`config.mk`:
```
export PLATFORM = sky130hd
export DESIGN_NAME = xbar_router
export DESIGN_NICKNAME = d
export VERILOG_FILES = /design/src/rtl/xbar_router.sv
export SDC_FILE = /design/constraint.sdc
export NUM_CORES = 1
export LEC_CHECK = 0
export ABC_AREA = 1
export CELL_PAD_IN_SITES_DETAIL_PLACEMENT = 1
export CELL_PAD_IN_SITES_GLOBAL_PLACEMENT = 1
export CORE_AREA = 3 3 266 268
export DETAILED_ROUTE_END_ITERATION = 16
export DIE_AREA = 0 0 269 271
export DONT_BUFFER_PORTS = 1
export GPL_ROUTABILITY_DRIVEN = 0
export PLACE_DENSITY_LB_ADDON = 0.1
export SLEW_MARGIN = 5
export SYNTH_ARGS = -nofsm -noshare
export SYNTH_HDL_FRONTEND = slang
export SYNTH_SLANG_ARGS = --single-unit
```
`constraint.sdc`:
```
create_clock -name clk -period 1.8 [get_ports clk]
set_input_delay 0.36 -clock clk [delete_from_list [all_inputs] [get_ports clk]]
set_output_delay 0.36 -clock clk [all_outputs]
set_load 0.05 [all_outputs]
```
`src/rtl/xbar_router.sv`:
```
// Purpose: single-outstanding router from one master port to ROM/UART/RAM slaves via an external address decoder.
// Latency: accept to d_valid is 4 cycles with a zero-wait slave, 2 for an unmapped address, TIMEOUT+2 on timeout.
// Backpressure: a_ready only in IDLE; the request is held until s_a_ready and the response until d_ready; stale slave responses are drained.
module xbar_router #(
    parameter int unsigned TIMEOUT = 1024
) (
    input  logic         clk,
    input  logic         rst_n,
    input  logic         a_valid,
    output logic         a_ready,
    input  logic [2:0]   a_opcode,
    input  logic [63:0]  a_address,
    input  logic [63:0]  a_data,
    input  logic [7:0]   a_mask,
    output logic         d_valid,
    input  logic         d_ready,
    output logic [63:0]  d_data,
    output logic         d_error,
    output logic [63:0]  pma_address,
    input  logic [5:0]   pma_chip_sel,
    input  logic [63:0]  pma_chip_addr,
    output logic [2:0]   s_a_valid,
    input  logic [2:0]   s_a_ready,
    output logic [2:0]   s_a_opcode,
    output logic [63:0]  s_a_address,
    output logic [63:0]  s_a_data,
    output logic [7:0]   s_a_mask,
    input  logic [2:0]   s_d_valid,
    output logic [2:0]   s_d_ready,
    input  logic [191:0] s_d_data,
    input  logic [2:0]   s_d_error
);

    localparam int CW = $clog2(TIMEOUT) + 1;
    localparam logic [CW-1:0] CNT_LAST = CW'(TIMEOUT - 1);
    localparam logic [CW-1:0] CNT_MAX  = '1;

    typedef enum logic [2:0] {IDLE, DECODE, FWD, WAIT, RSP} state_t;

    state_t        state_q, state_d;
    logic [2:0]    opcode_q, opcode_d;
    logic [63:0]   addr_q, addr_d;
    logic [63:0]   data_q, data_d;
    logic [7:0]    mask_q, mask_d;
    logic [63:0]   chip_addr_q, chip_addr_d;
    logic [1:0]    tgt_q, tgt_d;
    logic          tgt_vld_q, tgt_vld_d;
    logic [CW-1:0] cnt_q, cnt_d;
    logic [63:0]   d_data_q, d_data_d;
    logic          d_error_q, d_error_d;
    logic          a_ready_q, a_ready_d;
    logic          d_valid_q, d_valid_d;
    logic [2:0]    s_a_valid_q, s_a_valid_d;
    logic [2:0]    s_d_ready_q, s_d_ready_d;

    logic [2:0]    tgt_oh, tgt_oh_d;
    logic [63:0]   rsp_data;
    logic          timed_out;

    always_comb begin
        state_d     = state_q;
        opcode_d    = opcode_q;
        addr_d      = addr_q;
        data_d      = data_q;
        mask_d      = mask_q;
        chip_addr_d = chip_addr_q;
        tgt_d       = tgt_q;
        tgt_vld_d   = tgt_vld_q;
        cnt_d       = cnt_q;
        d_data_d    = d_data_q;
        d_error_d   = d_error_q;

        tgt_oh    = 3'b001 << tgt_q;
        timed_out = (cnt_q >= CNT_LAST);
        case (tgt_q)
            2'd1:    rsp_data = s_d_data[127:64];
            2'd2:    rsp_data = s_d_data[191:128];
            default: rsp_data = s_d_data[63:0];
        endcase

        if ((state_q == FWD || state_q == WAIT) && cnt_q != CNT_MAX) begin
            cnt_d = cnt_q + 1'b1;
        end

        case (state_q)
            IDLE: begin
                if (a_valid) begin
                    opcode_d = a_opcode;
                    addr_d   = a_address;
                    data_d   = a_data;
                    mask_d   = a_mask;
                    state_d  = DECODE;
                end
            end
            DECODE: begin
                chip_addr_d = pma_chip_addr;
                case (pma_chip_sel)
                    6'd1, 6'd2, 6'd3: begin
                        tgt_d     = pma_chip_sel[1:0] - 2'd1;
                        tgt_vld_d = 1'b1;
                        cnt_d     = '0;
                        state_d   = FWD;
                    end
                    default: begin
                        d_data_d  = '0;
                        d_error_d = 1'b1;
                        state_d   = RSP;
                    end
                endcase
            end
            FWD: begin
                // A handshake landing on the last counted cycle still completes.
                if ((s_a_ready & tgt_oh) != 3'b000) begin
                    state_d = WAIT;
                end else if (timed_out) begin
                    d_data_d  = '0;
                    d_error_d = 1'b1;
                    state_d   = RSP;
                end
            end
            WAIT: begin
                if ((s_d_valid & tgt_oh) != 3'b000) begin
                    d_data_d  = rsp_data;
                    d_error_d = (s_d_error & tgt_oh) != 3'b000;
                    state_d   = RSP;
                end else if (timed_out) begin
                    d_data_d  = '0;
                    d_error_d = 1'b1;
                    state_d   = RSP;
                end
            end
            RSP: begin
                if (d_ready) begin
                    tgt_vld_d = 1'b0;
                    state_d   = IDLE;
                end
            end
            default: state_d = IDLE;
        endcase

        // Handshake outputs are derived from the next state so they come straight off flops.
        tgt_oh_d    = 3'b001 << tgt_d;
        a_ready_d   = (state_d == IDLE);
        d_valid_d   = (state_d == RSP);
        s_a_valid_d = (state_d == FWD) ? tgt_oh_d : 3'b000;
        if (state_d == WAIT || !tgt_vld_d) begin
            s_d_ready_d = 3'b111;
        end else begin
            s_d_ready_d = ~tgt_oh_d;
        end
    end

    always_ff @(posedge clk or negedge rst_n) begin
        if (!rst_n) begin
            state_q     <= IDLE;
            opcode_q    <= '0;
            addr_q      <= '0;
            data_q      <= '0;
            mask_q      <= '0;
            chip_addr_q <= '0;
            tgt_q       <= '0;
            tgt_vld_q   <= 1'b0;
            cnt_q       <= '0;
            d_data_q    <= '0;
            d_error_q   <= 1'b0;
            a_ready_q   <= 1'b1;
            d_valid_q   <= 1'b0;
            s_a_valid_q <= 3'b000;
            s_d_ready_q <= 3'b111;
        end else begin
            state_q     <= state_d;
            opcode_q    <= opcode_d;
            addr_q      <= addr_d;
            data_q      <= data_d;
            mask_q      <= mask_d;
            chip_addr_q <= chip_addr_d;
            tgt_q       <= tgt_d;
            tgt_vld_q   <= tgt_vld_d;
            cnt_q       <= cnt_d;
            d_data_q    <= d_data_d;
            d_error_q   <= d_error_d;
            a_ready_q   <= a_ready_d;
            d_valid_q   <= d_valid_d;
            s_a_valid_q <= s_a_valid_d;
            s_d_ready_q <= s_d_ready_d;
        end
    end

    assign a_ready     = a_ready_q;
    assign d_valid     = d_valid_q;
    assign d_data      = d_data_q;
    assign d_error     = d_error_q;
    assign pma_address = addr_q;
    assign s_a_valid   = s_a_valid_q;
    assign s_a_opcode  = opcode_q;
    assign s_a_address = chip_addr_q;
    assign s_a_data    = data_q;
    assign s_a_mask    = mask_q;
    assign s_d_ready   = s_d_ready_q;

endmodule

```
==> out/results.txt <==
Status: finished, violations left
CP arrival: 2.34 ns
Met2 Track Usage GR: 27.9%
Maximum clock rate: 537 MHz
Largest net degree at the start of global routing: 294
Buf+Inv Stages, Crit Path: 5
Layout cell share with drive strength beyond 1: 26.9%
CTS buffer count: 39
Max-Cap Viols: 0
Io pins: 690
Final instance area: 19700 um^2
Clock period minus worst slack: 1.86 ns
Most frequent cells after synthesis: nand2_1 (560), dfrtp_1 (289), mux2_2 (139)
GRT overflow: 0
Syn-to-layout area delta: 46.8%
Setup Skew: 0.0251 ns
Worst min-delay path class: in -> async
Peak per-stage delay on the critical path: 0.43 ns
Crit path max fanout: 4
Asr flop ratio synth: 100%
Kind of critical path: reg -> reg
Relative slew slack: 38.3%
Final Worst Setup Slack: -0.0611 ns
CP startpoint kind: flip-flop
Core area: 68600 um^2
Die Ht: 271 um
Crit-path slowest cell: dfrtp_1
Syn Nets: 1885
Wire per inst: 23.1 um
Die Area: 72900 um^2
Crit-path cells: inv_2 -> ha_4 -> nand2_4 -> nand3_4 -> buf_6 -> nand4_4 -> buf_12 -> buf_12 -> clkbuf_16 -> nand2_2 -> nand2_1 -> nand2_1
Final setup vio count: 51
Count leader, synth: nand2_1
GR peak layer: met2
# DRC: 0
Vias: 11700
Detail Placement HPWL: 44600 um
Yosys warns: 0
Unrepaired setup endpoints after global routing: true
Met1 Use GR: 18.3%
Root buffer cell: clkbuf_16
FF+latch count, synth: 293
Hold Slack: -0.480 ns
Worst skew pair latency: 0.56 ns
TritonRoute pass-1 iters: 5
Sequential fraction of the synthesis area: 54.7%
Starting Density: 19.6%
CTS tree: built
Mapped Area: 13400 um^2
Power Dens Cells: 2080 nW/um^2
Bufs on Longest Clock Path: 3
Initial antenna violation count: 6
Vias per cell: 4.31
Worst-Margin Slew: 0.925 ns
Worst EP required: 2.28 ns
Nets: 2168
First-pass GRT wire length: 87300 um
H-tree Lvls: 2
Critical path's top delay family: buffers and inverters
Critical path endpoint category: flip-flop
Power Total: 41.0 mW
Detailed Route WL: 62700 um
Crit share post-route: 103%
Leak pwr: 9.07 nW
Peak VDD IR: 1130 uV
Synth top area cells: dfrtp_1 (54%), nand2_1 (16%), mux2_2 (12%)
Final Util: 28.7%
DP Area: 15200 um^2
Yosys top cell area share: 53.9%
Worst-path clk slew: 0.05 ns
Dominant synthesized flop cell: dfrtp_1
DRT antenna net count: 0
Final Max Tran Viols: 0
Initial drt markers: 490
Post-synthesis cell count: 1464
# port buffers: 0
Vias in the first global route: 12800
GRT met3 Usage: 6.20%
Post-synth EDFFs: 0
Failing checks: hold timing, setup timing
Width of the die: 269 um
Total track usage: 16.1%
Synth area leader: dfrtp_1
Final hold viol count: 293
Mapped Avg Cell Area: 9.16 um^2
Post-Place Cells: 2400
Final cell count without fillers: 2710
Distinct cell type count after synthesis: 30
Pre-CTS setup slack: -0.171 ns
Placement Rows: 96
TritonCTS Sinks: 293
## layer usage
metal	wire length, um	vias to the layer above
met4	1590	2
met2	31500	431
li1	-	5369
met5	10	-
met1	23800	5789
met3	5870	95
## sequential cells by signal, indices dropped and copies added, names as in the netlist, 8 cells and up
signal       flops
cnt_q           11
d_data          64
s_a_address     64
s_a_data        64
pma_address     64
s_a_mask         8
## final cells by class
| cell class | instances | area, um^2 |
|---|---|---|
| Fill cell | 7777 | 48900 |
| Sequential cell | 293 | 7340 |
| Multi-Input combinational cell | 1051 | 6160 |
| Timing Repair Buffer | 329 | 3600 |
| Tap cell | 931 | 1160 |
| Clock buffer | 54 | 1090 |
| Clock inverter | 14 | 194 |
| Inverter | 33 | 124 |
| Antenna cell | 5 | 12.5 |
## through the flow
step | setup TNS [ns] | hold slack [ns]
floorplan | 0 | 0.0644
global placement | -0.701 | 0.0767
detailed placement | -3.57 | 0.0775
CTS | -2.14 | -0.532
global route | -8.39 | -0.523
finish | -1.83 | -0.480
## timing repair
action,in CTS,in global routing
pin swaps,17,37
hold endpoints to repair,499,294
setup endpoints to repair,71,75
hold buffers,205,1
resized for setup,69,131
setup buffers,14,9
cloned,5,8
## cell usage in the layout, fill, tap and decap left out, types with 4 or more instances in the layout
master,Yosys,final
a21oi_1,129,118
a21oi_2,0,11
buf_12,0,27
buf_16,0,5
buf_4,0,73
buf_6,6,9
clkbuf_1,52,9
clkbuf_16,0,47
clkbuf_8,0,6
clkinv_2,0,5
dfrtp_1,289,289
dfstp_2,4,4
diode_2,0,5
dlygate4sd3_1,0,206
ha_1,7,4
inv_1,30,28
inv_2,3,5
mux2_2,139,139
nand2_1,560,456
nand2_2,4,78
nand2_4,0,29
nand3_1,77,73
nand3_4,1,5
nor2_1,37,30
nor2_4,2,7
o21ai_0,72,68
o21ai_2,0,4
xor2_1,5,5
## final timing paths
path                              start         endpoint  slack (ns)  cells after the start
setup reg to reg               tgt_q[1]       d_data[18]       -0.06                     12
hold / removal                    rst_n        d_data[0]       -0.48                      0
max in group asynchronous         rst_n  s_a_address[18]        1.54                      0
setup / recovery               tgt_q[1]       d_data[18]       -0.06                     12
min in group clk           s_d_data[64]        d_data[0]        0.05                      4
hold reg to reg                 d_error          d_error        0.54                      2
## cells by family (layout without fill, tap and decap cells)
group                    Yosys count  count (layout)  share of synthesized area, %
AO/OA/AOI/OAI                    208             208                          7.97
XOR/XNOR                           5               5                         0.327
adder cells (fa/ha/maj)            7               7                         0.653
flip-flops                       293             293                          54.7
multiplexers                     139             139                          11.7
buffers and inverters            120             430                          3.97
AND/OR/NAND/NOR                  692             692                          20.7
other                              0               5                             0
## power breakdown
group	switching [mW]	internal, mW	leakage [nW]	total [mW]
Combinational	6.83	6.22	4.82	13.0
Sequential	11.1	9.04	3.62	20.1
Clock	3.18	4.70	0.624	7.89
## worst reg2reg max path, stage by stage (launching register included)
cell and delay [ns]:
dfrtp_1 0.43, inv_2 0.14, ha_4 0.20, nand2_4 0.07, nand3_4 0.09, buf_6 0.12
nand4_4 0.13, buf_12 0.17, buf_12 0.13, clkbuf_16 0.16, nand2_2 0.05, nand2_1 0.05
nand2_1 0.06
(Power assumes the default switching activity.)
